File: src/rtl/ps2_key_tracker.sv
// Purpose : decode set-2 PS/2 make/break/E0 sequences into held-state bits for a table of keys.
// Latency : key_held/key_event/event_* 1 cycle after the final byte strobe; accel 1 cycle after key_held.
// Backpressure: none, every received_data_en strobe is consumed in the cycle it arrives.
//
// Ports:
//   CLOCK_50          system clock, all logic on posedge
//   resetn            synchronous active-low reset
//   received_data     byte from PS2_Controller, valid when received_data_en=1
//   received_data_en  one-cycle byte strobe
//   key_held          bit i = table key i currently held
//   key_event         one-cycle pulse on a held-state change
//   event_index       table index of the most recent event (holds between events)
//   event_is_make     1 = press, 0 = release for the most recent event
//   accel             10 forward (key 0), 01 backward (key 1), 00 idle
//   seq_error         one-cycle pulse when a partial sequence is abandoned on timeout
module ps2_key_tracker #(
   parameter int                    NUM_KEYS       = 4,
   parameter logic [9*NUM_KEYS-1:0] KEY_CODES      = {9'h074, 9'h06B, 9'h072, 9'h073},
   parameter int                    TIMEOUT_CYCLES = 50000,
   parameter int                    IDX_W          = 4
) (
   input  logic                CLOCK_50,
   input  logic                resetn,
   input  logic [7:0]          received_data,
   input  logic                received_data_en,
   output logic [NUM_KEYS-1:0] key_held,
   output logic                key_event,
   output logic [IDX_W-1:0]    event_index,
   output logic                event_is_make,
   output logic [1:0]          accel,
   output logic                seq_error
);

   localparam int SEL_W = (NUM_KEYS > 1) ? $clog2(NUM_KEYS) : 1;
   localparam int CNT_W = (TIMEOUT_CYCLES > 2) ? $clog2(TIMEOUT_CYCLES) : 1;
   localparam logic [CNT_W-1:0] CNT_LAST = CNT_W'(TIMEOUT_CYCLES - 1);

   typedef enum logic [1:0] {
      S_IDLE,
      S_EXT,
      S_BRK,
      S_EXT_BRK
   } state_t;

   state_t           state;
   state_t           nxt_state;
   logic [CNT_W-1:0] tmo_cnt;
   logic             last_dir;   // 0 = key 0 pressed most recently, 1 = key 1

   // Byte decode for the current state.
   logic do_make;
   logic do_break;
   logic lk_ext;
   logic clr_all;

   always_comb begin
      nxt_state = state;
      do_make   = 1'b0;
      do_break  = 1'b0;
      lk_ext    = 1'b0;
      clr_all   = 1'b0;
      case (state)
         S_IDLE: begin
            case (received_data)
               8'hE0:                     nxt_state = S_EXT;
               8'hF0:                     nxt_state = S_BRK;
               // BAT result / error / buffer overrun codes: keyboard state is unknown
               8'hAA, 8'hFC, 8'h00, 8'hFF: clr_all  = 1'b1;
               default:                   do_make   = 1'b1;
            endcase
         end
         S_EXT: begin
            if (received_data == 8'hF0) begin
               nxt_state = S_EXT_BRK;
            end else if (received_data == 8'hE0) begin
               nxt_state = S_EXT;
            end else begin
               do_make   = 1'b1;
               lk_ext    = 1'b1;
               nxt_state = S_IDLE;
            end
         end
         S_BRK: begin
            do_break  = 1'b1;
            nxt_state = S_IDLE;
         end
         S_EXT_BRK: begin
            do_break  = 1'b1;
            lk_ext    = 1'b1;
            nxt_state = S_IDLE;
         end
      endcase
   end

   // Table lookup; scanning downward lets the lowest matching index win.
   logic             hit;
   logic [SEL_W-1:0] hit_sel;

   always_comb begin
      hit     = 1'b0;
      hit_sel = '0;
      for (int i = NUM_KEYS - 1; i >= 0; i--) begin
         if (KEY_CODES[9*i +: 9] == {lk_ext, received_data}) begin
            hit     = 1'b1;
            hit_sel = SEL_W'(i);
         end
      end
   end

   always_ff @(posedge CLOCK_50) begin
      if (!resetn) begin
         state         <= S_IDLE;
         tmo_cnt       <= '0;
         last_dir      <= 1'b0;
         key_held      <= '0;
         key_event     <= 1'b0;
         event_index   <= '0;
         event_is_make <= 1'b0;
         accel         <= 2'b00;
         seq_error     <= 1'b0;
      end else begin
         key_event <= 1'b0;
         seq_error <= 1'b0;

         // accel follows the registered key_held, so it trails it by one cycle.
         case (key_held[1:0])
            2'b01:   accel <= 2'b10;
            2'b10:   accel <= 2'b01;
            2'b11:   accel <= last_dir ? 2'b01 : 2'b10;
            default: accel <= 2'b00;
         endcase

         if (received_data_en) begin
            tmo_cnt <= '0;
            state   <= nxt_state;
            if (clr_all) begin
               key_held <= '0;
            end else if (hit && do_make && !key_held[hit_sel]) begin
               key_held[hit_sel] <= 1'b1;
               key_event         <= 1'b1;
               event_index       <= IDX_W'(hit_sel);
               event_is_make     <= 1'b1;
               if (hit_sel == SEL_W'(0)) last_dir <= 1'b0;
               else if (hit_sel == SEL_W'(1)) last_dir <= 1'b1;
            end else if (hit && do_break && key_held[hit_sel]) begin
               key_held[hit_sel] <= 1'b0;
               key_event         <= 1'b1;
               event_index       <= IDX_W'(hit_sel);
               event_is_make     <= 1'b0;
            end
            // Typematic repeats and breaks of unheld keys fall through silently.
         end else if (state != S_IDLE) begin
            if (tmo_cnt == CNT_LAST) begin
               state     <= S_IDLE;
               seq_error <= 1'b1;
               tmo_cnt   <= '0;
            end else begin
               tmo_cnt <= tmo_cnt + 1'b1;
            end
         end else begin
            tmo_cnt <= '0;
         end
      end
   end

endmodule

File: config.mk
export PLATFORM = sky130hd
export DESIGN_NAME = ps2_key_tracker
export DESIGN_NICKNAME = d
export VERILOG_FILES = /design/src/rtl/ps2_key_tracker.sv
export SDC_FILE = /design/constraint.sdc
export NUM_CORES = 1
export LEC_CHECK = 0
export BUFFER_PORTS_ARGS = -buffer_cell sky130_fd_sc_hd__buf_2
export CAP_MARGIN = 5
export CORE_ASPECT_RATIO = 0.8
export CORE_MARGIN = 8
export CORE_UTILIZATION = 33
export DETAILED_ROUTE_END_ITERATION = 7
export SYNTH_ARGS = -nofsm -noshare
export SYNTH_HDL_FRONTEND = slang
export SYNTH_SLANG_ARGS = --single-unit
File: constraint.sdc
create_clock -name CLOCK_50 -period 3.2 [get_ports CLOCK_50]
set_input_delay 0.96 -clock CLOCK_50 [delete_from_list [all_inputs] [get_ports CLOCK_50]]
set_output_delay 0.96 -clock CLOCK_50 [all_outputs]
set_load 0.05 [all_outputs]
Word-level counts from Yosys, hierarchy flattened
Cells that the tools add are included.
{"block": "totals", "latch_bits": 0, "reg_bits": 32, "word_cells": 103, "memories": 0, "rom_bits": 0, "output_inout_bits": 13, "ramBits": 0}
{"block": "classes", "add_sub_neg": 1, "eq_ne": 18, "n_mux": 41, "n_bitwise": 7, "n_reduce_logical": 25, "n_lt_le_gt_ge": 2, "n_shift": 0, "div": 0, "multipliers": 0}
{"cell": "$eq A8 B8 Y1 const B", "count": 5}
{"cell": "$eq A7 B9 Y1 const A", "count": 4}
{"cell": "$mux W1", "count": 20}
{"cell": "$mux W4", "count": 5}
{"cell": "$mux W2", "count": 9}
{"cell": "$add A16 B1 Y16 const B", "count": 1}
{"cell": "$eq A16 B16 Y1 const B", "count": 1}
{"cell": "$pmux W2 S3", "count": 2}
{"cell": "$reduce_bool A2 Y1", "count": 5}
{"cell": "$eq A2 B2 Y1 const B", "count": 4}
{"cell": "$logic_not A8 Y1", "count": 1}
{"cell": "$reduce_or A4 Y1", "count": 2}
{"cell": "$eq A2 B1 Y1 const B", "count": 3}
{"cell": "$reduce_and A3 Y1", "count": 2}
{"cell": "$reduce_or A3 Y1", "count": 2}
{"cell": "$reduce_or A6 Y1", "count": 1}
{"cell": "$logic_and A1 B1 Y1", "count": 5}
{"cell": "$and A4 B4 Y4", "count": 1}
{"cell": "$logic_not A2 Y1", "count": 2}
{"cell": "$ne A4 B4 Y1 const B", "count": 1}
{"cell": "$not A1 Y1", "count": 4}
{"cell": "$not A4 Y4", "count": 1}
{"cell": "$or A4 B4 Y4", "count": 1}
{"cell": "$pmux W1 S2", "count": 2}
{"cell": "other kinds (10)", "count": 10}

Longest topological paths before layout
{"block": "logic_depth", "ltp_word": 18, "mapped_depth": 8, "ltp_nobuf": 7}

Worst setup path after synthesis
Ideal clock, no wire load.
{"block": "synth_timing", "path_type": "input port to flip-flop", "from": "input port received_data[0]", "to": "register key_event", "path_buffers": 0, "arrival_time_ns": 3.036, "stages": 7, "slack_ns": 0.049, "setup_time_ns": 0.116, "path_cell_list": "or4_4 o31a_1 or4_4 o22ai_2 nor2_1 mux2_1 and3_1"}
{"block": "synth_between", "elab_chain_len": 14, "elab_cells_between_ends": 37, "classes_between": "eq/ne: 9; mux: 19; reduce/logical: 9"}
{"element": "start: declaration", "line_no": "24", "source": "input logic [7:0] received_data,"}
{"element": "$eq A8 B8 Y1", "line_no": "64, 75"}
{"element": "$mux W1", "line_no": "75", "source": "end else if (received_data == 8'hE0) begin"}
{"element": "$mux W1", "line_no": "73", "source": "if (received_data == 8'hF0) begin"}
{"element": "$pmux W1 S2", "line_no": "62", "source": "case (state)"}
{"element": "$eq A7 B9 Y1", "line_no": "103", "source": "if (KEY_CODES[9*i +: 9] == {lk_ext, received_data}) begin"}
{"element": "$mux W2 (4 in a row)", "line_no": "103"}
{"element": "$bmux W1 S2", "line_no": "138, 145"}
{"element": "$mux W1 (not written as such)", "line_no": "138, 145"}
{"element": "$logic_and A1 B1 Y1 / $logic_not A1 Y1 (equally long branches)", "line_no": "145, 138"}
{"element": "$mux W1 / $logic_and A1 B1 Y1 (equally long branches)", "line_no": "145, 138"}
{"element": "$mux W1", "line_no": "138", "source": "end else if (hit && do_make && !key_held[hit_sel]) begin"}
{"element": "end signal: assignment", "line_no": "122", "source": "key_event <= 1'b0;"}
{"element": "end signal: assignment", "line_no": "140", "source": "key_event <= 1'b1;"}
{"element": "end signal: assignment", "line_no": "147", "source": "key_event <= 1'b1;"}
{"element": "end: declaration", "line_no": "27", "source": "output logic key_event,"}
Several ways; a longest one is shown, not always the timed one. The select of a mux whose other input is x is not followed.
A chain may end at the register's enable or synchronous reset.

Worst setup path after layout
{"block": "layout_timing", "from": "input port received_data[0]", "to": "register key_held[3]"}
{"block": "layout_between", "elab_chain_len": 18, "elab_cells_between_ends": 47, "classes_between": "order compare: 2; eq/ne: 9; mux: 22; bitwise: 3; reduce/logical: 11"}
{"element": "$eq A8 B8 Y1", "line_no": "64, 75"}
{"element": "$mux W1", "line_no": "75"}
{"element": "$mux W1", "line_no": "73"}
{"element": "$pmux W1 S2", "line_no": "62"}
{"element": "$eq A7 B9 Y1", "line_no": "103"}
{"element": "$mux W2 (4 in a row)", "line_no": "103"}
{"element": "$lt A2 B3 Y1 (not written as such) / $ge A2 B1 Y1 (equally long branches)", "line_no": "139, 146"}
{"element": "$logic_and A1 B1 Y1 (not written as such)", "line_no": "139, 146"}
{"element": "$mux W1 (not written as such)", "line_no": "139, 146"}
{"element": "$demux W1 S2", "line_no": "139, 146"}
{"element": "$not A4 Y4 (no source line)"}
{"element": "$and A4 B4 Y4 (no source line)"}
{"element": "$mux W4", "line_no": "145", "source": "end else if (hit && do_break && key_held[hit_sel]) begin"}
{"element": "$mux W4", "line_no": "138"}
{"element": "$mux W4", "line_no": "136", "source": "if (clr_all) begin"}
{"element": "end signal: assignment", "line_no": "137", "source": "key_held <= '0;"}
{"element": "end signal: indexed assignment", "line_no": "139", "source": "key_held[hit_sel] <= 1'b1;"}
{"element": "end signal: indexed assignment", "line_no": "146", "source": "key_held[hit_sel] <= 1'b0;"}
{"element": "end: declaration", "line_no": "26", "source": "output logic [NUM_KEYS-1:0] key_held,"}
Several ways; a longest one is shown, not always the timed one. The select of a mux whose other input is x is not followed.

==> summary by stage <==
Clocking
The clock root buffer master is sky130_fd_sc_hd__clkbuf_8. The number of H-tree branching levels is 2. The total number of clock tree sinks is 30. The clock latency on the worst-skew pair is 280 ps. The longest clock path from root to sink contains 2 buffers. The clock-pin slew reported for the worst setup and hold paths after clock tree synthesis is 60 ps. The TritonCTS clock tree is done.

The number of buffers added for setup after CTS is 0. After clock tree synthesis, the repair step resized 0 gates. The number of buffers inserted for hold repair after clock tree synthesis is 0.

In this run, CTS created clock tree buffers numbering 5.

Worst setup path
The worst register-to-register path begins at state[1]. The most used cell along the critical path is sky130_fd_sc_hd__or4_4. The critical path ends at key_held[3]. STA classifies the critical path endpoint as a register. The worst endpoint data arrival time is 3250 ps. The launching element type of the critical path is an input port. The longest individual stage delay on the worst path is 540 ps. The depth of the worst register-to-register path is 6. The slowest stage of the critical path is the sky130_fd_sc_hd__or4_4 cell. Walking the worst path, the cells encountered are buf_2, or4_4, o31a_1, or4_4, o22a_4, a21boi_4, nor2_2, o221ai_2. The maximum fanout along the worst path is 8. The destination of the worst register-to-register timing path is key_held[3]. The register-to-register setup slack is 1010 ps. Data on the critical path is required at its endpoint by 3400 ps. Tracing the worst setup path back leads to its startpoint at received_data[0].

The critical path is of the in -> reg type.

Routing
The count of antenna-violating nets left after detailed routing is 0. The detail-routed net length per standard cell is 12.25 µm. Using the TritonRoute via totals, the vias-per-cell ratio works out to 4.870. The total via count after detailed routing is 1500. The final layout contains routed wiring with a total length of 3774 µm.

The number of design rule violations left after detail routing is 0. The first detailed-routing pass took 4 iterations. The detailed router finished its first iteration with 97 violations.

Hold path
The worst min-delay path category is reg -> reg.

Cells and area
The multi-input gate area in the final layout is 999.7 µm². Measured on the finished design, the core utilization comes to 41.67%. The layout cell share with drive strength beyond 1 is 27.64%. In the final layout, flip-flops and latches occupy 600.6 µm². Fill cells in the final layout number 509. The net total in the final layout is 257. The area added between synthesis and finish is 23.42%. 0 antenna diodes ended up in the layout.

Global routing
The total congestion overflow after global routing is 0. The pin count of the biggest net entering global routing is 17. The number of antenna violations at the first check in global routing is 0.

The total track usage is 10.84%. The global-route wire length before repair is 6486 µm. The via count of the first global-routing pass came to 1360.

STA
The portion of the clock cycle consumed by the worst path in the final layout is 95.35%. The setup clock skew after layout is 4.022 ps. Setup violations remaining at the end of the flow were counted as 0. The slack of the critical path is 148.7 ps.

Setup repair after global routing left no endpoint under its margin. The slew at the pin closest to its max-slew limit is 609.0 ps. The final-report hold violation count is 0. In the final timing run, aggregate negative setup slack is 0 ps. The max-slew violation count came to 0. Static timing analysis puts the maximum clock frequency at 0.3277 GHz. The worst path needs 3051 ps of the cycle, external delays included. The worst max-slew margin expressed relative to the limit is 59.40%.

Floorplanning
The floorplan step defined a die boundary enclosing 7576 µm². The core footprint is 4921 µm². The floorplan step set the die height to 79.47 µm. The die boundary width is 95.34 µm.

The I/O pin count is 24. The initial utilization of the core area, before any placement, comes to 33.77%. In this run the core area contains 23 standard-cell rows.

Logic synthesis
Sorting the synthesized cells by area gives the leading types as sky130_fd_sc_hd__dfxtp_1 (36%), sky130_fd_sc_hd__nor2_1 (6.6%), sky130_fd_sc_hd__nand3_1 (5.1%). The cell type with the highest aggregate area in the netlist is sky130_fd_sc_hd__dfxtp_1. Yosys mapped a number of flops with a built-in enable equal to 0. The sequential area share after synthesis is 36.14%. The most instantiated flip-flop cell in the synthesis netlist is sky130_fd_sc_hd__dfxtp_1. The total of flip-flops plus latches after synthesis is 30.

A synthesized cell averages 8.185 µm². The post-synthesis instance area is 1662 µm². The share of synthesized area in the top cell type comes to 36.14%. In this run, distinct cell masters in the synthesized netlist total 53. For this run, the number of Yosys warnings is 0. The post-synthesis instance total is 203.

For this run, asynchronously set or reset flops after synthesis account for 0%.

Placement
The number of I/O port buffers is 21. The HPWL after detailed placement is 2926 µm. Routability-driven placement finished with a final weighted congestion of 0.8443.

The worst setup slack after placement is -113.9 ps.

Power and ir drop
In this run the power density over the cells is 363.1 nW/µm². The analysis attributes to cell leakage a power of 0.7686 nW. VDD sags by at most 198.1 µV.

Outcome
The flow ran to the end, and the final reports show no timing, DRC or antenna violations.

Flow run
Max-cap violations in this run came to 0.
==> layer usage <==
metal | global-route usage, % | routed length, µm | share of wire, % | vias up
met5 | 0 | 0 | 0 | -
li1 | - | - | - | 795
met1 | 15.34 | 2046 | 54 | 666
met2 | 14.05 | 1460 | 39 | 37
met3 | 3.665 | 233 | 6.2 | 2
met4 | 5.132 | 34 | 0.90 | 0
==> worst min-delay path by stage <==
stage,from,cells after the start,slack (ps),to
2_1_floorplan,last_dir,1,420,accel[1]
5_1_grt,event_is_make,2,480,event_is_make
3_5_place_dp,event_is_make,2,450,event_is_make
6_report,event_is_make,2,460,event_is_make
4_1_cts,event_is_make,2,460,event_is_make
3_3_place_gp,event_is_make,2,440,event_is_make
==> Yosys cell counts (all sizes together) (2+ instances only) <==
| library cell | number |
|---|---|
| and3 | 6 |
| nor2 | 30 |
| nand4b | 2 |
| and2 | 4 |
| o21ai | 8 |
| o211ai | 2 |
| or4 | 2 |
| nor2b | 2 |
| o21a | 2 |
| dfxtp | 30 |
| a21oi | 10 |
| or2 | 3 |
| o22ai | 2 |
| nor4 | 3 |
| a211oi | 2 |
| nand3 | 18 |
| nand4 | 3 |
| nand2 | 16 |
| or3 | 2 |
| nand2b | 3 |
| xnor2 | 7 |
| clkbuf | 3 |
| nor3 | 5 |
| o221ai | 3 |
| xor2 | 8 |
| inv | 6 |
| buf | 4 |
==> flip-flops by register name, summed over array words and instances, names as in the netlist, 2 cells and up <==
signal and count:
tmo_cnt 16, key_held 4, accel 2, event_index 2, state 2
==> area by class of cell <==
cell class | instances | share of cell area (%)
Timing Repair Buffer | 41 | 12.45
Clock buffer | 6 | 4.027
Tap cell | 62 | 3.783
Clock inverter | 2 | 0.6101
Inverter | 6 | 1.098
Sequential cell | 30 | 29.29
Multi-Input combinational cell | 161 | 48.75
==> report_power, final <==
part	internal (mW)	leakage [nW]	switching, mW	total, mW
Sequential	0.374	0.242	0.000312	0.374
Clock	0.172	0.0472	0.142	0.315
Combinational	0.0238	0.480	0.0322	0.0560
==> worst max-delay path: cells and delay by family <==
family | cells | cell delay, ps
buf+inv | 1 | 100
compound gates | 4 | 1000
simple gates | 3 | 1180
==> cell usage in the layout (no fill, tap or decap), types with 3 or more instances in the layout <==
master / n
sky130_fd_sc_hd__dfxtp_1: 30
sky130_fd_sc_hd__nor2_1: 29
sky130_fd_sc_hd__buf_2: 21
sky130_fd_sc_hd__buf_4: 20
sky130_fd_sc_hd__nand3_1: 17
sky130_fd_sc_hd__nand2_1: 16
sky130_fd_sc_hd__a21oi_1: 10
sky130_fd_sc_hd__xor2_1: 8
sky130_fd_sc_hd__xnor2_1: 7
sky130_fd_sc_hd__inv_1: 6
sky130_fd_sc_hd__clkbuf_8: 6
sky130_fd_sc_hd__and3_1: 5
sky130_fd_sc_hd__nor3_1: 5
sky130_fd_sc_hd__o21ai_0: 5
sky130_fd_sc_hd__nor4_1: 3
sky130_fd_sc_hd__nand2b_1: 3
sky130_fd_sc_hd__nand4_1: 3
sky130_fd_sc_hd__or2_2: 3
sky130_fd_sc_hd__o21ai_1: 3
==> metrics by stage <==
step	power (mW)	cells	instance area [µm²]	hold slack [ps]
2_1_floorplan	0.4132	204	1665	424.5
3_3_place_gp	0.4381	300	1956	438.6
3_5_place_dp	0.4381	300	1956	448.7
4_1_cts	0.7580	308	2051	457.3
5_1_grt	0.7830	308	2051	478.8
6_report	0.7447	308	2051	456.1
==> cell families (layout without fill, tap and decap cells) <==
logic type / count (synthesis) / after routing / share of synthesized area [%]
other cells: 1 / 2 / 0.2257
buf+inv: 13 / 55 / 3.915
flops: 30 / 30 / 36.14
fa+ha+maj: 1 / 1 / 0.7529
simple gates: 106 / 106 / 34.34
compound gates: 35 / 35 / 15.44
mux: 2 / 2 / 1.280
xor+xnor: 15 / 15 / 7.907
Power figures use the tool's default switching activity.
